File: config.mk
export PLATFORM = sky130hd
export DESIGN_NAME = puf_majority_sampler
export DESIGN_NICKNAME = d
export VERILOG_FILES = /design/src/rtl/puf_pkg.sv /design/src/rtl/puf_vote_counter.sv /design/src/rtl/puf_majority_sampler.sv
export SDC_FILE = /design/constraint.sdc
export NUM_CORES = 1
export LEC_CHECK = 0
export CORE_MARGIN = 1.5
export CORE_UTILIZATION = 53
export DETAILED_ROUTE_END_ITERATION = 6
export PLACE_DENSITY_LB_ADDON = 0.05
export SLEW_MARGIN = 20
export SYNTH_ARGS = -nofsm -noshare
export SYNTH_HDL_FRONTEND = slang
export SYNTH_HIERARCHICAL = 1
export SYNTH_SLANG_ARGS = --single-unit
File: constraint.sdc
create_clock -name clk -period 29.7 [get_ports clk]
set_clock_uncertainty 0.05 [all_clocks]
set_input_delay 5.94 -clock clk [delete_from_list [all_inputs] [get_ports clk]]
set_output_delay 5.94 -clock clk [all_outputs]
set_load 0.01 [all_outputs]
File: src/rtl/puf_pkg.sv
// Shared types and helpers for the PUF majority sampler.
// State encoding, vote-counter sizing, majority threshold, popcount.
package puf_pkg;

  typedef enum logic [2:0] {
    S_IDLE,
    S_REQ,
    S_WAIT,
    S_FINAL,
    S_OUT
  } state_e;

  // Width that holds 0..ns votes.
  function automatic int cnt_w(int ns);
    return $clog2(ns + 1);
  endfunction

  function automatic int maj_thresh(int ns);
    return (ns + 1) / 2;
  endfunction

  function automatic logic [5:0] popcount32(
    logic [31:0] v
  );
    logic [5:0] s;
    s = '0;
    for (int i = 0; i < 32; i++)
      s = s + {5'd0, v[i]};
    return s;
  endfunction

endpackage

File: src/rtl/puf_vote_counter.sv
// Per-bit vote counter: counts raw reads that returned 1.
// Ports: clk, reset, clr, inc_en, bit_in -> count, majority, unstable.
module puf_vote_counter
  import puf_pkg::*;
#(
  parameter int NUM_SAMPLES = 7,
  parameter int CNT_W = cnt_w(NUM_SAMPLES)
) (
  input  logic             clk,
  input  logic             reset,
  input  logic             clr,
  input  logic             inc_en,
  input  logic             bit_in,
  output logic [CNT_W-1:0] count,
  output logic             majority,
  output logic             unstable
);

  localparam logic [CNT_W-1:0] THR =
    CNT_W'(maj_thresh(NUM_SAMPLES));
  localparam logic [CNT_W-1:0] ALL =
    CNT_W'(NUM_SAMPLES);

  logic [CNT_W-1:0] cnt_q;
  logic [CNT_W-1:0] cnt_d;

  always_comb begin
    cnt_d = cnt_q;
    if (clr)
      cnt_d = '0;
    else if (inc_en && bit_in)
      cnt_d = cnt_q + 1'b1;
  end

  always_ff @(posedge clk) begin
    if (reset)
      cnt_q <= '0;
    else
      cnt_q <= cnt_d;
  end

  assign count    = cnt_q;
  assign majority = (cnt_q >= THR);
  assign unstable = (cnt_q != '0) &&
                    (cnt_q != ALL);

endmodule

File: src/rtl/puf_majority_sampler.sv
// Reads the raw PUF NUM_SAMPLES times per block and majority-votes bits.
// Ports: puf_read_req -> raw_req/raw_addr/raw_data/raw_valid -> puf_data.
module puf_majority_sampler
  import puf_pkg::*;
#(
  parameter int PUF_BLOCKS  = 2,
  parameter int NUM_SAMPLES = 7,
  parameter int TIMEOUT     = 64,
  localparam int NB = PUF_BLOCKS * 32,
  localparam int AW =
    (PUF_BLOCKS > 1) ? $clog2(PUF_BLOCKS) : 1,
  localparam int UW = $clog2(NB + 1)
) (
  input  logic          clk,
  input  logic          reset,
  input  logic          puf_read_req,
  output logic [NB-1:0] puf_data,
  output logic          puf_valid,
  output logic          raw_req,
  output logic [AW-1:0] raw_addr,
  input  logic [31:0]   raw_data,
  input  logic          raw_valid,
  output logic [NB-1:0] unstable_mask,
  output logic [UW-1:0] unstable_count,
  output logic          puf_error,
  output logic          busy
);

  localparam int CW = cnt_w(NUM_SAMPLES);
  localparam int SW = $clog2(NUM_SAMPLES);
  localparam int TW = $clog2(TIMEOUT);

  localparam logic [AW-1:0] LAST_BLK =
    AW'(PUF_BLOCKS - 1);
  localparam logic [SW-1:0] LAST_SMP =
    SW'(NUM_SAMPLES - 1);
  // Abort fires when the timer would reach TIMEOUT-1.
  localparam logic [TW-1:0] TMR_END =
    TW'(TIMEOUT - 2);

  state_e          state_q;
  logic [SW-1:0]   smp_q;
  logic [AW-1:0]   blk_q;
  logic [TW-1:0]   tmr_q;
  logic            valid_q;
  logic            error_q;
  logic [NB-1:0]   data_q;
  logic [NB-1:0]   mask_q;
  logic [UW-1:0]   ucnt_q;
  logic [UW-1:0]   ucnt_d;

  logic                  clr;
  logic                  take;
  logic [PUF_BLOCKS-1:0] inc_v;
  logic [NB-1:0]         maj_v;
  logic [NB-1:0]         uns_v;
  logic [CW-1:0]         unused_cnt [NB];

  assign clr  = (state_q == S_IDLE) &&
                puf_read_req;
  assign take = (state_q == S_WAIT) &&
                raw_valid;

  for (genvar b = 0; b < PUF_BLOCKS; b++)
  begin : g_inc
    assign inc_v[b] = take &&
                      (blk_q == AW'(b));
  end

  for (genvar g = 0; g < NB; g++)
  begin : g_vote
    puf_vote_counter #(
      .NUM_SAMPLES(NUM_SAMPLES),
      .CNT_W      (CW)
    ) u_cnt (
      .clk     (clk),
      .reset   (reset),
      .clr     (clr),
      .inc_en  (inc_v[g/32]),
      .bit_in  (raw_data[g%32]),
      .count   (unused_cnt[g]),
      .majority(maj_v[g]),
      .unstable(uns_v[g])
    );
  end

  always_comb begin
    ucnt_d = '0;
    for (int b = 0; b < PUF_BLOCKS; b++)
      ucnt_d = ucnt_d +
        UW'(popcount32(uns_v[b*32 +: 32]));
  end

  always_ff @(posedge clk) begin
    if (reset) begin
      state_q <= S_IDLE;
      smp_q   <= '0;
      blk_q   <= '0;
      tmr_q   <= '0;
      valid_q <= 1'b0;
      error_q <= 1'b0;
      data_q  <= '0;
      mask_q  <= '0;
      ucnt_q  <= '0;
    end else begin
      valid_q <= 1'b0;
      error_q <= 1'b0;
      unique case (state_q)
        S_IDLE: begin
          if (puf_read_req) begin
            smp_q   <= '0;
            blk_q   <= '0;
            state_q <= S_REQ;
          end
        end
        S_REQ: begin
          tmr_q   <= '0;
          state_q <= S_WAIT;
        end
        S_WAIT: begin
          if (raw_valid) begin
            if (blk_q == LAST_BLK) begin
              blk_q <= '0;
              if (smp_q == LAST_SMP) begin
                state_q <= S_FINAL;
              end else begin
                smp_q   <= smp_q + 1'b1;
                state_q <= S_REQ;
              end
            end else begin
              blk_q   <= blk_q + 1'b1;
              state_q <= S_REQ;
            end
          end else if (tmr_q == TMR_END) begin
            error_q <= 1'b1;
            state_q <= S_IDLE;
          end else begin
            tmr_q <= tmr_q + 1'b1;
          end
        end
        S_FINAL: begin
          data_q  <= maj_v;
          mask_q  <= uns_v;
          ucnt_q  <= ucnt_d;
          valid_q <= 1'b1;
          state_q <= S_OUT;
        end
        S_OUT: begin
          state_q <= S_IDLE;
        end
        default: state_q <= S_IDLE;
      endcase
    end
  end

  assign raw_req        = (state_q == S_REQ);
  assign raw_addr       = blk_q;
  assign busy           = (state_q != S_IDLE);
  assign puf_valid      = valid_q;
  assign puf_error      = error_q;
  assign puf_data       = data_q;
  assign unstable_mask  = mask_q;
  assign unstable_count = ucnt_q;

endmodule
==> summary.txt <==
Outcome
  • Status: finished, final reports clean

Clocking
  • Hold buffer count at CTS: 0
  • Clock buffer depth: 3
  • Setup Fix Bufs, Post-CTS: 0
  • Clock transition at path regs: 0.06 ns
  • H-tree levels: 2
  • CTS Root Cell: clkbuf_16
  • CTS Buf Count: 39
  • # resized after CTS: 0
  • Clk sinks: between 300 and 400
  • Worst-Skew Late Latency: 0.54 ns
  • CTS tree: built

Synth
  • Register area share after synthesis: 35.72%
  • Compound-cell area share of the yosys netlist: 17.93%
  • Ys Warns: 6
  • Syn Inst Count: 2,085
  • Post-Synth Adder-Cell Area: 15.23%
  • Yosys reg bits: ~340
  • Post-synthesis mux area share: 7.101%
  • Largest family of logic cells by synthesized area: compound AO/OA/AOI/OAI gates
  • Mapped cell area: 19,170 um^2
  • Simple-gate area share of the yosys netlist: 16.91%
  • Net Count, Synth: 2,322
  • XOR/XNOR Fraction of Synth Area: 0.09138%
  • Library cells used by synthesis: 43
  • Mean Syn Cell Area: 9.194 um^2

Critical path
  • Worst path slowest cell: buf_4
  • Worst-path maximum fanout: 95
  • WP buf/inv: 3
  • Critical Path Max Stage Delay: about 0.77 ns
  • Worst EP arrival: 8.94 ns
  • Worst setup SP type: primary input
  • Crit path max-delay family: buffers and inverters
  • Worst EP required: 30.07 ns
  • Crit-path cells: clkdlybuf4s50_1 -> nand3_1 -> nor2_4 -> buf_4 -> buf_4 -> nand3_1 -> mux2_1
  • CP endpoint kind: register
  • Setup CP Type: in2reg

Floorplan
  • Die W: 193.2 um
  • Row cnt: a little under 70
  • Io pins: 176
  • Core Region: ~36,000 um^2
  • Die Area: 37,320 um^2
  • Initial Utilization: 53.89%
  • Die H: between 150 and 200 um

Power and ir drop
  • Pwr per Cell Area: 43.91 nW/um^2
  • Worst VDD drop: 0.00005020 V
  • Leakage: 8.128 nW

Route
  • Starting DRT DRC Count: 693
  • ANT nets after route: 0
  • Drt drc: 0
  • DR vias: 14,910
  • Vias per cell: 5.551
  • Routed WL: 44,230 um
  • Drt first pass iters: 7
  • WL/cell: 16.47 um

Global route
  • First-pass GRT wire length: a little over 70,000 um
  • Global Route Usage Sum: around a quarter
  • Initial antenna violation count: 1
  • Global route overflow: 0
  • Largest net degree at the start of global routing: 195
  • Via count of the first global-routing pass: approximately 14,000

Placed design
  • Placed Instances: 2,620
  • Gpl congestion: roughly 0.8
  • # port buffers: 175
  • Post-detail-place hpwl: 29,070 um

Layout
  • Total of fill cells in the finished design: 3,069
  • Final Non-Filler Cells: between 2,000 and 3,000
  • Commonest cells after routing, fill and taps aside: dfxtp_1, nand2_1, inv_1
  • Area of the multi-input gates: 11,010 um^2
  • Share of cells above drive strength 1: between 10% and 20%
  • Layout Area Growth over Synthesis: 16.86%
  • Register area: 6847 um^2
  • Nets: about 2,400
  • Commonest non-fill, non-tap cell in the layout: dfxtp_1
  • Final core occ: 62.98%

STA
  • Setup_tns: 0 ns
  • Fin. max-slew vios: 0
  • RSZ-0062 raised after global routing: no
  • Fin. Hold Viols: 0
  • Fin crit period: 8.570 ns
  • Final count of negative-setup-slack endpoints: 0
  • Worst-Margin Slew: 1.073 ns
  • Worst slew margin: 28.46%
  • Period utilization: 28.85%
  • Max frequency: 0.1167 GHz

Min path
  • Hold Crit Class: reg2reg

Job
  • Number of max-cap violations: 0
report_power, final:
group | switching (mW) | internal [mW] | total, mW
Combinational | 0.0421 | 0.0150 | 0.0571
Clock | 0.191 | 0.274 | 0.465
Sequential | 0.00173 | 0.460 | 0.462
Total | 0.235 | 0.749 | 0.984
worst min-delay path, delay by kind of cell, from the launching register on:
kind            cells  cell delay [ns]
simple gates        1             0.05
compound gates      1             0.05
flops               1             0.30
per-layer routing:
metal	global-route usage, %	share of wire, %	vias to the layer above
li1	-	-	7373
met1	31.51	46	7232
met2	40.93	48	254
met3	3.638	4.2	51
met4	5.917	1.6	0
met5	0	0	-
sequential cells by signal, summed over array words and instances (netlist names):
| name | flops |
|---|---|
| g_vote.u_cnt/count | 192 |
| puf_data | 64 |
| puf_error | 1 |
| puf_valid | 1 |
| raw_addr | 1 |
| smp_q | 3 |
| state_q | 3 |
| tmr_q | 6 |
| unstable_count | 7 |
| unstable_mask | 64 |
path summary, 6_finish.rpt:
| check | start | endpoint | slack, ns | cells after the start |
|---|---|---|---|---|
| worst max-delay path | raw_valid | g_vote[2].u_cnt/count[2]$_SDFFE_PP0P_ | 21.13 | 7 |
| worst min register to register | puf_data[17]$_SDFFE_PP0P_ | puf_data[17]$_SDFFE_PP0P_ | 0.40 | 2 |
| worst min-delay path | puf_data[17]$_SDFFE_PP0P_ | puf_data[17]$_SDFFE_PP0P_ | 0.40 | 2 |
| worst max register to register | g_vote[39].u_cnt/count[0]$_SDFFE_PP0P_ | unstable_count[6]$_SDFFE_PP0P_ | 22.86 | 22 |
area by class of cell:
| type | instances | area share (%) |
|---|---|---|
| well taps | 461 | 2.575 |
| repair buffers | 188 | 8.333 |
| flip-flops and latches | 342 | 30.56 |
| clock inverters | 9 | 0.3128 |
| diodes | 1 | 0.01117 |
| clock buffers | 56 | 5.099 |
| multi-input cells | 1392 | 49.13 |
| inverters | 237 | 3.971 |
stage by stage:
stage          hold WS, ns  total power, mW  setup WS, ns  area, um^2
6_report            0.4020           0.9837         21.13       22400
2_1_floorplan       0.3767           0.5008         9.995       19180
5_1_grt             0.4163            1.019         20.94       22400
3_5_place_dp        0.3956           0.5293         20.60       21190
3_3_place_gp        0.3917           0.5278         20.70       21190
4_1_cts             0.4033           0.9953         21.16       22400
kinds of logic after synthesis:
| family | after synthesis |
|---|---|
| flops | 342 |
| mux | 128 |
| fa+ha+maj | 201 |
| simple gates | 641 |
| compound gates | 420 |
| buf+inv | 351 |
| xor+xnor | 2 |
cell usage after synthesis:
cell / instances / area (um^2)
nand3_1: 134 / 670.6
dfxtp_1: 342 / 6847
a31oi_1: 1 / 6.260
a21o_1: 3 / 22.52
a21bo_2: 128 / 1281
ha_1: 147 / 1839
buf_2: 10 / 50.05
a211oi_1: 67 / 503.0
or3_1: 2 / 12.51
nor4b_1: 3 / 26.28
o41ai_1: 4 / 35.03
or4b_4: 1 / 13.76
or4b_1: 1 / 10.01
o211ai_1: 2 / 15.01
a21oi_1: 140 / 700.7
mux2_1: 64 / 720.7
o21ai_0: 6 / 30.03
a41oi_1: 1 / 8.760
nor2b_1: 2 / 12.51
mux2i_1: 64 / 640.6
and3_1: 3 / 18.77
nor4_1: 3 / 18.77
nor3b_1: 65 / 488.0
or4_1: 1 / 7.510
clkbuf_1: 94 / 352.8
nor3_1: 67 / 335.3
xnor2_1: 2 / 17.52
nand3b_1: 66 / 495.5
a221o_1: 1 / 10.01
nand4_1: 4 / 25.02
a41o_1: 1 / 10.01
buf_6: 2 / 22.52
a211oi_2: 63 / 788.3
or2_2: 3 / 18.77
inv_1: 237 / 889.6
and3b_1: 1 / 8.760
and4_1: 2 / 17.52
o311ai_0: 2 / 17.52
buf_1: 8 / 30.03
nor2_1: 15 / 56.30
nand2_1: 268 / 1006
a21oi_2: 1 / 8.760
fa_1: 54 / 1081
No activity file was read; power rests on OpenSTA's default activity.
